### config.mk
export PLATFORM = sky130hd
export DESIGN_NAME = fetch_unit
export DESIGN_NICKNAME = d
export VERILOG_FILES = /design/src/rtl/fetch_unit_pkg.sv /design/src/rtl/fetch_fifo.sv /design/src/rtl/fetch_unit.sv
export SDC_FILE = /design/constraint.sdc
export NUM_CORES = 1
export LEC_CHECK = 0
export CAP_MARGIN = 30
export CORE_ASPECT_RATIO = 1.1
export CORE_MARGIN = 3
export CORE_UTILIZATION = 55
export CTS_BUF_LIST = sky130_fd_sc_hd__clkbuf_4 sky130_fd_sc_hd__clkbuf_8
export CTS_CLUSTER_SIZE = 28
export DETAILED_ROUTE_END_ITERATION = 16
export PLACE_DENSITY = 0.87
export SETUP_SLACK_MARGIN = 0.2
export SLEW_MARGIN = 15
export SYNTH_ARGS = -nofsm -noshare
export SYNTH_HDL_FRONTEND = slang
export SYNTH_HIERARCHICAL = 1
export SYNTH_SLANG_ARGS = --single-unit
### constraint.sdc
create_clock -name clk -period 5.2 [get_ports clk]
set_clock_uncertainty 0.1 [all_clocks]
set_input_delay 0.78 -clock clk [delete_from_list [all_inputs] [get_ports clk]]
set_output_delay 0.78 -clock clk [all_outputs]
set_load 0.005 [all_outputs]
### src/rtl/fetch_unit_pkg.sv
`default_nettype none
// ============================================================================
//  Module      : fetch_unit_pkg
//  Description : Shared definitions for the instruction-fetch stage.
//                Contains the reset PC default, the RV32I major opcodes seen
//                by the downstream decoder, the fetch FSM state encoding, the
//                FIFO entry layout and a PC alignment helper.
//  Revision    : 1.0 - initial release
// ============================================================================
package fetch_unit_pkg;

    localparam logic [31:0] c_RESET_PC_DEFAULT = 32'h0000_0000;

    // Major opcodes consumed by the main decoder
    localparam logic [6:0] c_OP_R  = 7'b0110011;
    localparam logic [6:0] c_OP_LW = 7'b0000011;
    localparam logic [6:0] c_OP_I  = 7'b0010011;
    localparam logic [6:0] c_OP_S  = 7'b0100011;
    localparam logic [6:0] c_OP_B  = 7'b1100011;

    // Fetch FSM encoding
    typedef enum logic [1:0] {
        S_BOOT  = 2'd0,
        S_RUN   = 2'd1,
        S_FLUSH = 2'd2
    } fetch_state_e;

    // One buffered instruction together with the PC it was fetched from
    typedef struct packed {
        logic [31:0] pc;
        logic [31:0] instr;
    } fetch_entry_t;

    // Branch targets may carry junk in the low bits; fetch is word aligned.
    function automatic logic [31:0] align_pc(input logic [31:0] addr);
        return {addr[31:2], 2'b00};
    endfunction

endpackage
`default_nettype wire

### src/rtl/fetch_fifo.sv
`default_nettype none
// ============================================================================
//  Module      : fetch_fifo
//  Description : Small synchronous FIFO holding {pc, instr} entries between
//                the instruction-memory response path and the decoder.
//                Ports:
//                  clk, rst        - clock, asynchronous active-high reset
//                  push / wr_data  - write one entry
//                  pop             - retire the head entry
//                  clear           - drop all entries (redirect)
//                  rd_data         - head entry
//                  count           - number of valid entries
//  Revision    : 1.0 - initial release
// ============================================================================
module fetch_fifo
    import fetch_unit_pkg::*;
#(
    parameter int DEPTH = 2,
    parameter int CW    = $clog2(DEPTH) + 1
) (
    input  logic          clk,
    input  logic          rst,
    input  logic          push,
    input  logic          pop,
    input  logic          clear,
    input  fetch_entry_t  wr_data,
    output fetch_entry_t  rd_data,
    output logic [CW-1:0] count
);

    localparam int            c_AW    = $clog2(DEPTH);
    localparam logic [CW-1:0] c_FULL  = CW'(DEPTH);

    fetch_entry_t    r_mem [DEPTH];
    logic [c_AW-1:0] r_wr_ptr;
    logic [c_AW-1:0] r_rd_ptr;
    logic [CW-1:0]   r_count;

    logic w_full;
    logic w_do_push;
    logic w_do_pop;

    assign w_full    = (r_count == c_FULL);
    assign w_do_pop  = pop  & (r_count != '0);
    // Writing while full is only safe when the head leaves in the same cycle
    assign w_do_push = push & (~w_full | w_do_pop);

    always_ff @(posedge clk or posedge rst) begin
        if (rst) begin
            r_wr_ptr <= '0;
            r_rd_ptr <= '0;
            r_count  <= '0;
            for (int i = 0; i < DEPTH; i++) begin
                r_mem[i] <= '0;
            end
        end else if (clear) begin
            r_wr_ptr <= '0;
            r_rd_ptr <= '0;
            r_count  <= '0;
        end else begin
            assert (!(push && w_full && !w_do_pop));
            if (w_do_push) begin
                r_mem[r_wr_ptr] <= wr_data;
                r_wr_ptr        <= r_wr_ptr + 1'b1;
            end
            if (w_do_pop) begin
                r_rd_ptr <= r_rd_ptr + 1'b1;
            end
            case ({w_do_push, w_do_pop})
                2'b10:   r_count <= r_count + 1'b1;
                2'b01:   r_count <= r_count - 1'b1;
                default: r_count <= r_count;
            endcase
        end
    end

    assign rd_data = r_mem[r_rd_ptr];
    assign count   = r_count;

endmodule
`default_nettype wire

### src/rtl/fetch_unit.sv
`default_nettype none
// ============================================================================
//  Module      : fetch_unit
//  Description : Instruction-fetch stage. Holds the PC, issues in-order
//                requests over a valid/ready channel, buffers responses and
//                hands one instruction per handshake to the decoder with the
//                op/funct3/funct7b5 fields pre-sliced. A taken branch
//                (redirect) reloads the PC and flushes stale fetches.
//                Ports:
//                  clk, rst                         - clock, async reset
//                  imem_req_valid/addr/ready        - fetch request channel
//                  imem_rsp_valid/data              - in-order responses
//                  instr_valid/ready, instr, instr_pc,
//                  op, funct3, funct7b5             - decoder interface
//                  redirect, redirect_target        - taken branch/jump
//  Revision    : 1.0 - initial release
// ============================================================================
module fetch_unit
    import fetch_unit_pkg::*;
#(
    parameter logic [31:0] RESET_PC  = c_RESET_PC_DEFAULT,
    parameter int          BUF_DEPTH = 2
) (
    input  logic        clk,
    input  logic        rst,
    output logic        imem_req_valid,
    output logic [31:0] imem_req_addr,
    input  logic        imem_req_ready,
    input  logic        imem_rsp_valid,
    input  logic [31:0] imem_rsp_data,
    output logic        instr_valid,
    input  logic        instr_ready,
    output logic [31:0] instr,
    output logic [31:0] instr_pc,
    output logic [6:0]  op,
    output logic [2:0]  funct3,
    output logic        funct7b5,
    input  logic        redirect,
    input  logic [31:0] redirect_target
);

    localparam int              c_CW      = $clog2(BUF_DEPTH) + 1;
    localparam logic [c_CW:0]   c_DEPTH_W = (c_CW + 1)'(BUF_DEPTH);

    fetch_state_e    r_state;
    fetch_state_e    w_state_nxt;
    logic [31:0]     r_fetch_pc;
    logic [31:0]     r_ret_pc;
    logic [31:0]     w_target;
    logic [c_CW-1:0] r_inflight;
    logic [c_CW-1:0] r_drop_cnt;
    logic [c_CW-1:0] w_drop_nxt;
    logic [c_CW-1:0] w_redirect_drop;
    logic [c_CW-1:0] w_fifo_count;
    logic [c_CW:0]   w_credit_sum;
    logic            w_credit_ok;
    logic            w_req_fire;
    logic            w_push;
    logic            w_pop;
    fetch_entry_t    w_push_entry;
    fetch_entry_t    w_head;

    // ------------------------------------------------------------------
    // Request side: a request is only issued when a FIFO slot is reserved
    // for its response, so the buffer can never overflow.
    // ------------------------------------------------------------------
    assign w_credit_sum   = {1'b0, r_inflight} + {1'b0, w_fifo_count};
    assign w_credit_ok    = (w_credit_sum < c_DEPTH_W);
    assign imem_req_valid = (r_state == S_RUN) & w_credit_ok & ~redirect;
    assign imem_req_addr  = r_fetch_pc;
    assign w_req_fire     = imem_req_valid & imem_req_ready;

    assign w_target       = align_pc(redirect_target);

    // ------------------------------------------------------------------
    // Response side: only responses belonging to the current stream are
    // buffered; the response landing on a redirect cycle is stale.
    // ------------------------------------------------------------------
    assign w_push            = imem_rsp_valid & (r_state == S_RUN) & ~redirect;
    assign w_push_entry.pc    = r_ret_pc;
    assign w_push_entry.instr = imem_rsp_data;

    assign w_pop = instr_valid & instr_ready;

    // Responses still owed by memory once this redirect cycle completes
    assign w_redirect_drop = r_inflight + c_CW'(w_req_fire) - c_CW'(imem_rsp_valid);

    fetch_fifo #(
        .DEPTH (BUF_DEPTH),
        .CW    (c_CW)
    ) u_fifo (
        .clk     (clk),
        .rst     (rst),
        .push    (w_push),
        .pop     (w_pop),
        .clear   (redirect),
        .wr_data (w_push_entry),
        .rd_data (w_head),
        .count   (w_fifo_count)
    );

    // ------------------------------------------------------------------
    // FSM: state register
    // ------------------------------------------------------------------
    always_ff @(posedge clk or posedge rst) begin
        if (rst) begin
            r_state    <= S_BOOT;
            r_drop_cnt <= '0;
        end else begin
            r_state    <= w_state_nxt;
            r_drop_cnt <= w_drop_nxt;
        end
    end

    // ------------------------------------------------------------------
    // FSM: next state and drop counter
    // ------------------------------------------------------------------
    always_comb begin
        w_state_nxt = r_state;
        w_drop_nxt  = r_drop_cnt;
        if (redirect) begin
            w_drop_nxt  = w_redirect_drop;
            w_state_nxt = (w_redirect_drop != '0) ? S_FLUSH : S_RUN;
        end else begin
            case (r_state)
                S_BOOT: begin
                    w_state_nxt = S_RUN;
                end
                S_RUN: begin
                    w_state_nxt = S_RUN;
                end
                S_FLUSH: begin
                    if (imem_rsp_valid) begin
                        w_drop_nxt = r_drop_cnt - 1'b1;
                        if (w_drop_nxt == '0) begin
                            w_state_nxt = S_RUN;
                        end
                    end
                end
                default: begin
                    w_state_nxt = S_BOOT;
                end
            endcase
        end
    end

    // ------------------------------------------------------------------
    // PC tracking and outstanding-request counter
    // ------------------------------------------------------------------
    always_ff @(posedge clk or posedge rst) begin
        if (rst) begin
            r_fetch_pc <= RESET_PC;
            r_ret_pc   <= RESET_PC;
            r_inflight <= '0;
        end else begin
            r_inflight <= r_inflight + c_CW'(w_req_fire) - c_CW'(imem_rsp_valid);
            if (redirect) begin
                r_fetch_pc <= w_target;
                r_ret_pc   <= w_target;
            end else begin
                if (w_req_fire) begin
                    r_fetch_pc <= r_fetch_pc + 32'd4;
                end
                // Responses return in order, so the PC of each buffered word
                // is simply the next sequential address of the stream.
                if (w_push) begin
                    r_ret_pc <= r_ret_pc + 32'd4;
                end
            end
        end
    end

    // ------------------------------------------------------------------
    // Decoder interface
    // ------------------------------------------------------------------
    assign instr_valid = (w_fifo_count != '0);
    assign instr       = w_head.instr;
    assign instr_pc    = w_head.pc;
    assign op          = w_head.instr[6:0];
    assign funct3      = w_head.instr[14:12];
    assign funct7b5    = w_head.instr[30];

endmodule
`default_nettype wire

==> impl_metrics.csv, run 1 <==
group,metric,value,unit
run_status,status,"finished clean",
global_routing,grt_max_degree,73,
critical_path,crit_start,"u_fifo/count[0]",
yosys,yosysTopAreaCell,"dfrtp_1",
yosys,ys_seq_area_share,50.8,%
final_layout,area_delta_synth_final,23.8,%
clocking,clock_path_buffers,2,
global_routing,grt_pass1_wl,36.9,mm
sta,finalSetupTns,0,ps
critical_path,end_kind,"register",
final_layout,drive_gt1_share,26.4,%
yosys,async_flop_share,100,%
yosys,synth_top_area_share,50.8,%
clocking,clk_pin_slew,90,ps
clocking,cts-buffers-inserted,17,
sta,min_period_over_period,68.8,%
power_and_ir_drop,leakage,5.27,nW
sta,finalHoldViolations,0,
die,floorplan.rows,50,
die,core-area,0.0172,mm2
hold_path,min_path_type,"register to register",
final_layout,utilization,70.2,%
routing,finalWirelength,22.3,mm
yosys,yosysMostFrequentCell,"dfrtp_1",
yosys,synth_area_leaders,"dfrtp_1, mux2_2, mux2_4",
critical_path,start_kind,"register",
sta,tightestPinTransition,886,ps
critical_path,cp.required,5460,ps
global_routing,antenna_found_initial,0,
critical_path,rr_startpoint,"u_fifo/count[0]",
clocking,htreeDepth,4,
critical_path,rr_worst_depth,12,
die,die_w,133,um
sta,worst_slack,1620,ps
final_layout,fin_nets,1019,
routing,vias,6881,
global_routing,grt_pass1_vias,7061,
critical_path,path_class,"register to register",
hold_path,min_from,"u_fifo/r_mem[2]",
global_routing,grtUsageTotal,23.5,%
place,place_ws,1410,ps
clocking,cts_resized,0,
routing,ant_nets,0,
yosys,synth-edff-count,0,
sta,finalSetupViolCount,0,
yosys,ys_seq_elements,198,
place,io_buffers,174,
sta,period_needed,3580,ps
yosys,synthCells,783,
clocking,insertion_delay,460,ps
yosys,postSynthAreaPerCell,12.5,um2
yosys,synth_area,0.00975,mm2
sta,slew_violations,0,
clocking,cts_num_sinks,198,
power_and_ir_drop,ir_drop,0.202,mV
critical_path,path_max_fanout,17,
clocking,ctsHoldBuffers,0,
yosys,synth_cell_types,55,
die,ios,179,
die,die-area,0.0194,mm2
yosys,yosysWarnings,6,
hold_path,hold_depth,1,
die,start_util,56.7,%
sta,max_clock_freq,279,MHz
sta,slew_headroom,41.0,%
yosys,ys.flop_type,"dfrtp_1",
yosys,yosys-top-cells-count,"dfrtp_1, mux2_2, nand2_1, mux2_4, o21ai_0",
clocking,root_buffer,"clkbuf_8",
global_routing,met3_usage,5.29,%
place,hpwl,15.5,mm
routing,drc,0,
sta,rsz0062_at_grt,"no",
clocking,cts_setup_buffers,0,
power_and_ir_drop,power_density,430,mW/mm2
global_routing,grt-busiest-layer,"met2",
routing,first_pass_iters,5,
die,fp.dieH,146,um
routing,vias_per_cell,5.79,
clocking,cts_tree,"built",
routing,wire_per_inst,18.7,um
global_routing,grt_overflow,0,
routing,drt_iter0_markers,477,
critical_path,cp.arrival,3840,ps
global_routing,met1_usage,32.8,%
run,drv_cap,0,
final_layout,n_antenna_cell,0,
global_routing,use_met2,37.0,%
place,gp_congestion,0.867,
## per-layer routing
layer / vias to the layer above / routed length, um
met4: 0 / 343
met2: 260 / 10700
met3: 31 / 1370
met1: 3437 / 9880
met5: - / 0
li1: 3153 / -
## path summary, 6_finish.rpt
path                                           to  slack [ps]
worst max-delay path                   r_state[0]        1620
worst min register to register    u_fifo/r_mem[2]         410
worst min-delay path              u_fifo/r_mem[2]         410
worst max register to register         r_state[0]        1620
min in group asynchronous           r_drop_cnt[0]         550
max in group asynchronous       u_fifo/r_mem[109]        3610
## cells in the final DEF, fill, tap and decap left out, types with 2 or more instances in the layout
cell	netlist	layout
buf_12	0	2
o311ai_1	3	3
and2_1	13	13
mux2_2	145	145
o21ai_0	49	49
nand2b_1	2	2
o211ai_1	15	15
and4_1	5	5
clkinv_2	1	4
dfrtp_1	198	197
bufinv_16	0	6
or3_1	2	2
clkbuf_8	0	18
nand4_1	20	20
nor2_1	16	16
nand3b_1	4	4
clkdlybuf4s50_1	0	173
ha_1	5	5
a31oi_1	2	2
mux2i_1	4	4
and3_1	6	6
inv_1	9	7
mux2_4	49	49
nor4_1	9	9
buf_4	14	10
conb_1	1	6
nor3_1	12	12
nand3_1	24	24
nand2_1	59	59
xnor2_1	21	21
nor4_2	2	2
o311ai_0	10	10
clkbuf_4	0	2
xor2_1	14	14
a21oi_1	9	9
nor2b_1	4	4
## cells by family (layout without fill, tap and decap cells)
logic type               count (synthesis)  count (layout)  synth area share [%]
AO/OA/AOI/OAI                           95              95                  6.18
XOR/XNOR                                35              35                  3.14
adder cells (fa/ha/maj)                  6               6                 0.847
buffers and inverters                   61             227                  3.71
flip-flops                             198             198                  50.8
multiplexers                           198             198                  24.7
other                                    1               6                0.0384
AND/OR/NAND/NOR                        189             189                  10.6
## registers in the layout, indices dropped and copies added, names as in the netlist
name	cells
u_fifo/r_mem	128
imem_req_addr	30
r_ret_pc	30
r_drop_cnt	2
r_inflight	2
r_state	2
u_fifo/count	2
u_fifo/r_rd_ptr	1
u_fifo/r_wr_ptr	1
## worst max-delay path: stages (launching register included)
cell and delay [ps]:
dfrtp_1 460, and2_1 180, fa_1 430, nor4_1 270, and3_1 660, clkinv_2 140
ha_1 300, inv_1 40, ha_1 180, xnor2_1 130, xnor2_1 270, o21ai_0 140
and2_1 190
## metrics by stage
stage | area (um2) | total power [mW] | hold WS (ps) | std cells
floorplan | 9770 | 3.19 | 375 | 788
global placement | 11600 | 3.98 | 383 | 1155
detailed placement | 11600 | 4.07 | 390 | 1157
CTS | 12100 | 5.22 | 411 | 1187
global route | 12100 | 5.47 | 426 | 1188
finish | 12100 | 5.19 | 409 | 1188
## cell type report
| cell class | instances | area (um2) |
|---|---|---|
| clock inverters | 10 | 203 |
| flip-flops and latches | 198 | 4960 |
| multi-input cells | 529 | 4460 |
| fillers | 1214 | 5130 |
| clock buffers | 20 | 263 |
| well taps | 234 | 293 |
| repair buffers | 186 | 1850 |
| inverters | 11 | 45.0 |
## power by group
part | switching [mW] | leakage, nW | total, mW | internal, mW
clock network | 0.507 | 0.235 | 1.14 | 0.637
logic | 0.582 | 2.51 | 1.79 | 1.21
registers | 0.301 | 2.52 | 2.26 | 1.96
total | 1.39 | 5.27 | 5.19 | 3.80
No activity file was read; power rests on OpenSTA's default activity.
==> run 2, diff against run 1 <==
--- a/config.mk
+++ b/config.mk
@@ -8,11 +8,11 @@
 export CAP_MARGIN = 30
 export CORE_ASPECT_RATIO = 1.1
 export CORE_MARGIN = 3
-export CORE_UTILIZATION = 55
+export CORE_UTILIZATION = 49
 export CTS_BUF_LIST = sky130_fd_sc_hd__clkbuf_4 sky130_fd_sc_hd__clkbuf_8
 export CTS_CLUSTER_SIZE = 28
 export DETAILED_ROUTE_END_ITERATION = 16
-export PLACE_DENSITY = 0.87
+export PLACE_DENSITY = 0.82
 export SETUP_SLACK_MARGIN = 0.2
 export SLEW_MARGIN = 15
 export SYNTH_ARGS = -nofsm -noshare
==> constraint.sdc (replaced) <==
create_clock -name clk -period 2.9 [get_ports clk]
set_clock_uncertainty 0.1 [all_clocks]
set_input_delay 0.435 -clock clk [delete_from_list [all_inputs] [get_ports clk]]
set_output_delay 0.435 -clock clk [all_outputs]
set_load 0.005 [all_outputs]
==> impl_metrics.csv, run 2 (same netlist as run 1, synthesis figures left out) <==
group,metric,value,unit
power_and_ir_drop,leakage,5.43,nW
final_layout,drive_gt1_share,30.0,%
routing,wire_per_inst,18.3,um
sta,tightestPinTransition,657,ps
critical_path,rr_startpoint,"r_inflight[0]",
critical_path,max_stage_delay,390,ps
final_layout,fin_nets,1047,
clocking,root_buffer,"clkbuf_8",
global_routing,grt_overflow,0,
final_layout,n_antenna_cell,0,
clocking,cts-buffers-inserted,17,
final_layout,fillers,1450,
critical_path,rr_worst_depth,12,
power_and_ir_drop,power_density,740,mW/mm2
sta,max_clock_freq,364,MHz
place,placed_area,0.0119,mm2
critical_path,r2r_slack,150,ps
sta,min_period_over_period,94.8,%
clocking,clk_pin_slew,100,ps
sta,finalHoldViolations,0,
critical_path,start_kind,"register",
die,core-area,0.0193,mm2
place,io_buffers,174,
global_routing,grtUsageTotal,21.0,%
sta,finalSetupTns,0,ps
clocking,cts_tree,"built",
sta,slew_headroom,56.2,%
critical_path,end_kind,"register",
clocking,insertion_delay,460,ps
global_routing,antenna_found_initial,0,
place,dp_cells,1193,
die,ios,179,
routing,vias_per_cell,5.62,
final_layout,largest_reg_flops,128,
place,gp_congestion,0.859,
critical_path,cp_cell_sequence,"and2_4, fa_2, nor4_4, and3_4, clkinv_4, ha_4, inv_2, ha_4, xnor2_4, xnor2_2, o21ai_1, and2_1",
routing,drt_iter0_markers,427,
critical_path,cp_top_family,"simple AND/OR/NAND/NOR gates",
sta,finalSetupViolCount,0,
hold_path,min_path_type,"primary input to register",
critical_path,endpoint,"r_state[0]",
place,place_ws,-90.3,ps
clocking,cts_num_sinks,198,
clocking,htreeDepth,4,
die,fp.dieH,154,um
routing,finalWirelength,22.6,mm
routing,vias,6920,
global_routing,grt_pass1_vias,7095,
sta,worst_slack,151,ps
final_layout,multi_input_comb_area,0.00455,mm2
final_layout,final_cell_mix,"dfrtp_1, clkdlybuf4s50_1, mux2_2",
routing,ant_nets,0,
global_routing,grt_pass1_wl,36.9,mm
final_layout,area_delta_synth_final,27.6,%
die,start_util,50.5,%
die,die_w,141,um
critical_path,cp.depth,12,
critical_path,reg2reg_to,"r_state[0]",
run_status,status,"finished clean",
critical_path,cp.required,3160,ps
die,floorplan.rows,53,
clocking,clock_path_buffers,2,
critical_path,path_max_fanout,2,
final_layout,stdcell_area,0.0124,mm2
final_layout,top_register,"u_fifo/r_mem",
routing,drc,0,
final_layout,seq_area,0.00496,mm2
global_routing,grt_max_degree,109,
sta,period_needed,2750,ps
critical_path,cp.arrival,3010,ps
final_layout,final_common_cell,"dfrtp_1",
critical_path,crit_top_cell,"ha_4",
run,drv_cap,0,
final_layout,fin_cells,1231,
critical_path,critPathSlowestCell,"dfrtp_1",
sta,slew_violations,0,
clocking,ctsHoldBuffers,0,
critical_path,cp_num_buf_inv,2,
routing,first_pass_iters,7,
critical_path,path_class,"register to register",
sta,rsz0062_at_grt,"yes",
die,die-area,0.0216,mm2
power_and_ir_drop,ir_drop,0.407,mV
critical_path,crit_start,"r_inflight[0]",
place,hpwl,15.7,mm
## run 2: changes by cell type in the layout (fill, tap and decap cells not counted), moves of 4 or more
| cell | change |
|---|---|
| buf_4 | +18 |
| bufinv_16 | -4 |
| buf_12 | +8 |
| clkinv_4 | +4 |
## run 2: area by class of cell
cell class	count	area share (%)
clock buffers	18	1.99
repair buffers	214	17.5
multi-input cells	529	36.6
inverters	11	0.402
well taps	247	2.48
flip-flops and latches	198	39.8
clock inverters	14	1.21
## run 2: routing by layer
| metal | GRT usage (%) | share of wire, % | routed length (um) |
|---|---|---|---|
| met5 | 0 | 0 | 0 |
| met3 | 3.92 | 6.0 | 1350 |
| met2 | 33.8 | 48 | 10900 |
| met4 | 5.68 | 1.3 | 287 |
| met1 | 29.4 | 45 | 10100 |
## run 2: timing repair
item / 4_1_cts / 5_1_grt
endpoints found under the hold margin: 0 / 0
setup buffers: 3 / 2
endpoints found under the setup margin: 79 / 18
gates resized for setup: 10 / 11
pin swaps: 5 / 2
cloned: 0 / 1
## run 2: worst register-to-register path: cells and delay by family (launching register included)
family	cells	cell delay [ps]
fa+ha+maj	3	760
flops	1	390
compound gates	1	100
simple gates	4	920
xor+xnor	2	300
buf+inv	2	90
## run 2: stage by stage
step,util [%],total power [mW],hold slack (ps)
finish,64.5,9.21,337
global route,64.5,9.75,331
CTS,64.1,9.24,298
detailed placement,61.7,7.40,390
global placement,61.7,7.27,382
floorplan,-,5.76,375
## run 2: how the worst min path moves through the flow
stage | from | to | slack, ps | cells after the start
finish | redirect | u_fifo/r_wr_ptr | 340 | 3
global route | redirect | u_fifo/r_wr_ptr | 330 | 3
CTS | redirect | u_fifo/r_wr_ptr | 300 | 3
floorplan | u_fifo/r_mem[10] | u_fifo/r_mem[10] | 370 | 1
global placement | u_fifo/r_mem[25] | u_fifo/r_mem[25] | 380 | 1
detailed placement | u_fifo/r_mem[11] | u_fifo/r_mem[11] | 390 | 1
## run 2: power breakdown
group	switching (mW)	internal (mW)	leakage, nW
logic	1.09	2.31	2.71
registers	0.517	3.50	2.52
clock network	0.991	0.796	0.196
==> run 3, diff against run 2 <==
--- a/config.mk
+++ b/config.mk
@@ -5,14 +5,16 @@
 export SDC_FILE = /design/constraint.sdc
 export NUM_CORES = 1
 export LEC_CHECK = 0
+export ABC_AREA = 1
 export CAP_MARGIN = 30
 export CORE_ASPECT_RATIO = 1.1
 export CORE_MARGIN = 3
-export CORE_UTILIZATION = 49
+export CORE_UTILIZATION = 51
 export CTS_BUF_LIST = sky130_fd_sc_hd__clkbuf_4 sky130_fd_sc_hd__clkbuf_8
 export CTS_CLUSTER_SIZE = 28
 export DETAILED_ROUTE_END_ITERATION = 16
-export PLACE_DENSITY = 0.82
+export PLACE_DENSITY = 0.84
+export REMOVE_ABC_BUFFERS = 1
 export SETUP_SLACK_MARGIN = 0.2
 export SLEW_MARGIN = 15
 export SYNTH_ARGS = -nofsm -noshare
==> impl_metrics.csv, run 3 <==
group,metric,value,unit
final_layout,largest_reg_flops,128,
final_layout,stdcell_area,0.0134,mm2
routing,drt_iter0_markers,692,
die,core-area,0.0214,mm2
clocking,cts_num_sinks,198,
global_routing,grt_pass1_vias,8983,
global_routing,grt_overflow,0,
yosys,synth_area,0.0112,mm2
routing,vias_per_cell,5.15,
clocking,clock_path_buffers,2,
yosys,yosysTopAreaCell,"dfrtp_1",
routing,vias,9682,
sta,tightestPinTransition,743,ps
die,start_util,52.1,%
place,place_ws,314,ps
final_layout,fin_nets,1653,
global_routing,grtUsageTotal,22.7,%
clocking,root_buffer,"clkbuf_8",
die,die_w,147,um
global_routing,grt_pass1_wl,44.4,mm
place,hpwl,18.8,mm
yosys,ys_seq_area_share,44.4,%
final_layout,fillers,1888,
final_layout,multi_input_comb_area,0.00514,mm2
die,floorplan.rows,56,
sta,finalSetupTns,0,ps
critical_path,cp_cell_sequence,"nand2_1, inv_1, fa_1, nor2_1, nand2_2, nor2_4, nand2_4, ha_1, inv_1, ha_1, xnor2_1, xnor2_1, nand2_1, nand2_1, a21oi_1",
clocking,cts_tree,"built",
run_status,status,"finished clean",
critical_path,rr_startpoint,"u_fifo/count[0]",
place,io_buffers,174,
place,dp_cells,1847,
clocking,htreeDepth,4,
power_and_ir_drop,power_density,706,mW/mm2
die,ios,179,
sta,period_needed,2550,ps
yosys,ys.flop_type,"dfrtp_1",
critical_path,cp.required,3160,ps
sta,rsz0062_at_grt,"yes",
sta,min_period_over_period,88.0,%
critical_path,reg2reg_to,"r_state[0]",
final_layout,seq_area,0.00496,mm2
critical_path,path_max_fanout,3,
sta,finalHoldViolations,0,
routing,drc,0,
sta,finalSetupViolCount,0,
yosys,yosys-top-cells-count,"nand2_1, dfrtp_1, inv_1, o21ai_2, nor2_1",
critical_path,path_class,"register to register",
critical_path,cp_num_buf_inv,2,
critical_path,critPathSlowestCell,"fa_1",
yosys,yosysWarnings,6,
yosys,synth_xor_area_share,1.88,%
yosys,synthAdderAreaFrac,0.739,%
power_and_ir_drop,leakage,6.45,nW
hold_path,min_path_type,"primary input to asynchronous set/reset pin",
critical_path,cp.arrival,2810,ps
sta,worst_slack,347,ps
yosys,synthMuxAreaShare,0,%
critical_path,crit_top_cell,"nand2_1",
final_layout,fin_cells,1880,
final_layout,final_cell_mix,"nand2_1, dfrtp_1, clkdlybuf4s50_1",
yosys,synth_top_family_by_area,"simple AND/OR/NAND/NOR gates",
yosys,synth-edff-count,0,
sta,slew_violations,0,
sta,max_clock_freq,392,MHz
place,gp_congestion,0.928,
final_layout,final_common_cell,"nand2_1",
die,fp.dieH,161,um
sta,whs,219,ps
final_layout,n_antenna_cell,0,
critical_path,r2r_slack,350,ps
routing,finalWirelength,26.8,mm
yosys,synthCells,1433,
yosys,ys_seq_elements,198,
final_layout,top_register,"u_fifo/r_mem",
clocking,clk_pin_slew,110,ps
final_layout,drive_gt1_share,14.7,%
die,die-area,0.0237,mm2
yosys,postSynthAreaPerCell,7.80,um2
routing,first_pass_iters,5,
final_layout,area_delta_synth_final,19.5,%
clocking,cts-buffers-inserted,17,
critical_path,start_kind,"register",
critical_path,max_stage_delay,440,ps
power_and_ir_drop,ir_drop,0.336,mV
final_layout,utilization,62.3,%
critical_path,cp_top_family,"adder cells",
place,placed_area,0.0130,mm2
routing,wire_per_inst,14.3,um
yosys,yosysMostFrequentCell,"nand2_1",
critical_path,end_kind,"register",
routing,ant_nets,0,
power_and_ir_drop,finalPower,9.42,mW
yosys,synth_cell_types,42,
yosys,synthSimpleGateAreaFrac,30.1,%
sta,slew_headroom,50.5,%
run,drv_cap,0,
clocking,insertion_delay,470,ps
global_routing,antenna_found_initial,0,
yosys,synth_area_leaders,"dfrtp_1, nand2_1, o21ai_2",
yosys,synth_top_area_share,44.4,%
global_routing,grt_max_degree,129,
critical_path,rr_worst_depth,15,
yosys,async_flop_share,100,%
yosys,synth_compound_area_share,13.0,%
==> run 3: cell count changes in the layout (fill, tap and decap cells not counted), sizes merged, moves of 19 or more <==
cell,before,now
buf,40,21
inv,11,156
mux2,194,0
nand2,59,594
nand3,25,62
nor2,16,93
o21ai,50,150
==> run 3: layer usage <==
layer | GRT usage [%] | part of all wire (%) | up-vias
met4 | 5.51 | 1.2 | 0
li1 | - | - | 4749
met3 | 4.01 | 6.9 | 26
met1 | 31.7 | 44 | 4569
met5 | 0 | 0 | -
met2 | 37.0 | 48 | 338
==> run 3: final cells by class <==
| type | instances | area share [%] |
|---|---|---|
| multi-input combinational | 1016 | 38.5 |
| tap | 290 | 2.72 |
| clock buffer | 18 | 1.86 |
| timing repair buffer | 194 | 14.6 |
| clock inverter | 14 | 0.984 |
| sequential | 198 | 37.1 |
| inverter | 150 | 4.23 |
==> run 3: what timing repair did <==
action,CTS,global route
gates resized for setup,1,1
buffers inserted,1,0
gates cloned,0,0
endpoints found under the setup margin,1,25
pin swaps,1,0
hold buffers,0,0
==> run 3: where the power goes <==
group          switching [mW]  internal, mW  total, mW
sequential              0.569          3.51       4.07
combinational            1.73          1.88       3.62
clock                    1.07         0.657       1.73
==> run 3: worst max path at each step <==
stage | startpoint | endpoint | slack, ps | depth (start not counted)
2_1_floorplan | r_state[1] | u_fifo/r_mem[0] | -1670 | 5
3_3_place_gp | r_inflight[0] | r_state[0] | 370 | 15
3_5_place_dp | r_inflight[0] | r_state[0] | 310 | 15
4_1_cts | u_fifo/r_rd_ptr | instr_pc[31] | 270 | 5
5_1_grt | r_inflight[0] | r_state[0] | 170 | 15
6_report | u_fifo/count[0] | r_state[0] | 350 | 15
==> run 3: logic make-up after synthesis <==
logic type,Yosys count
adder cells (fa/ha/maj),6
flip-flops,198
XOR/XNOR,24
AND/OR/NAND/NOR,782
buffers and inverters,222
other,1
AO/OA/AOI/OAI,200
==> run 3: worst register-to-register path: stages, from the launching register on <==
cell and delay (ps):
dfrtp_1 400, nand2_1 60, inv_1 40, fa_1 440, nor2_1 130, nand2_2 80, nor2_4 110, nand2_4 50
ha_1 260, inv_1 30, ha_1 170, xnor2_1 160, xnor2_1 160, nand2_1 120, nand2_1 70, a21oi_1 40
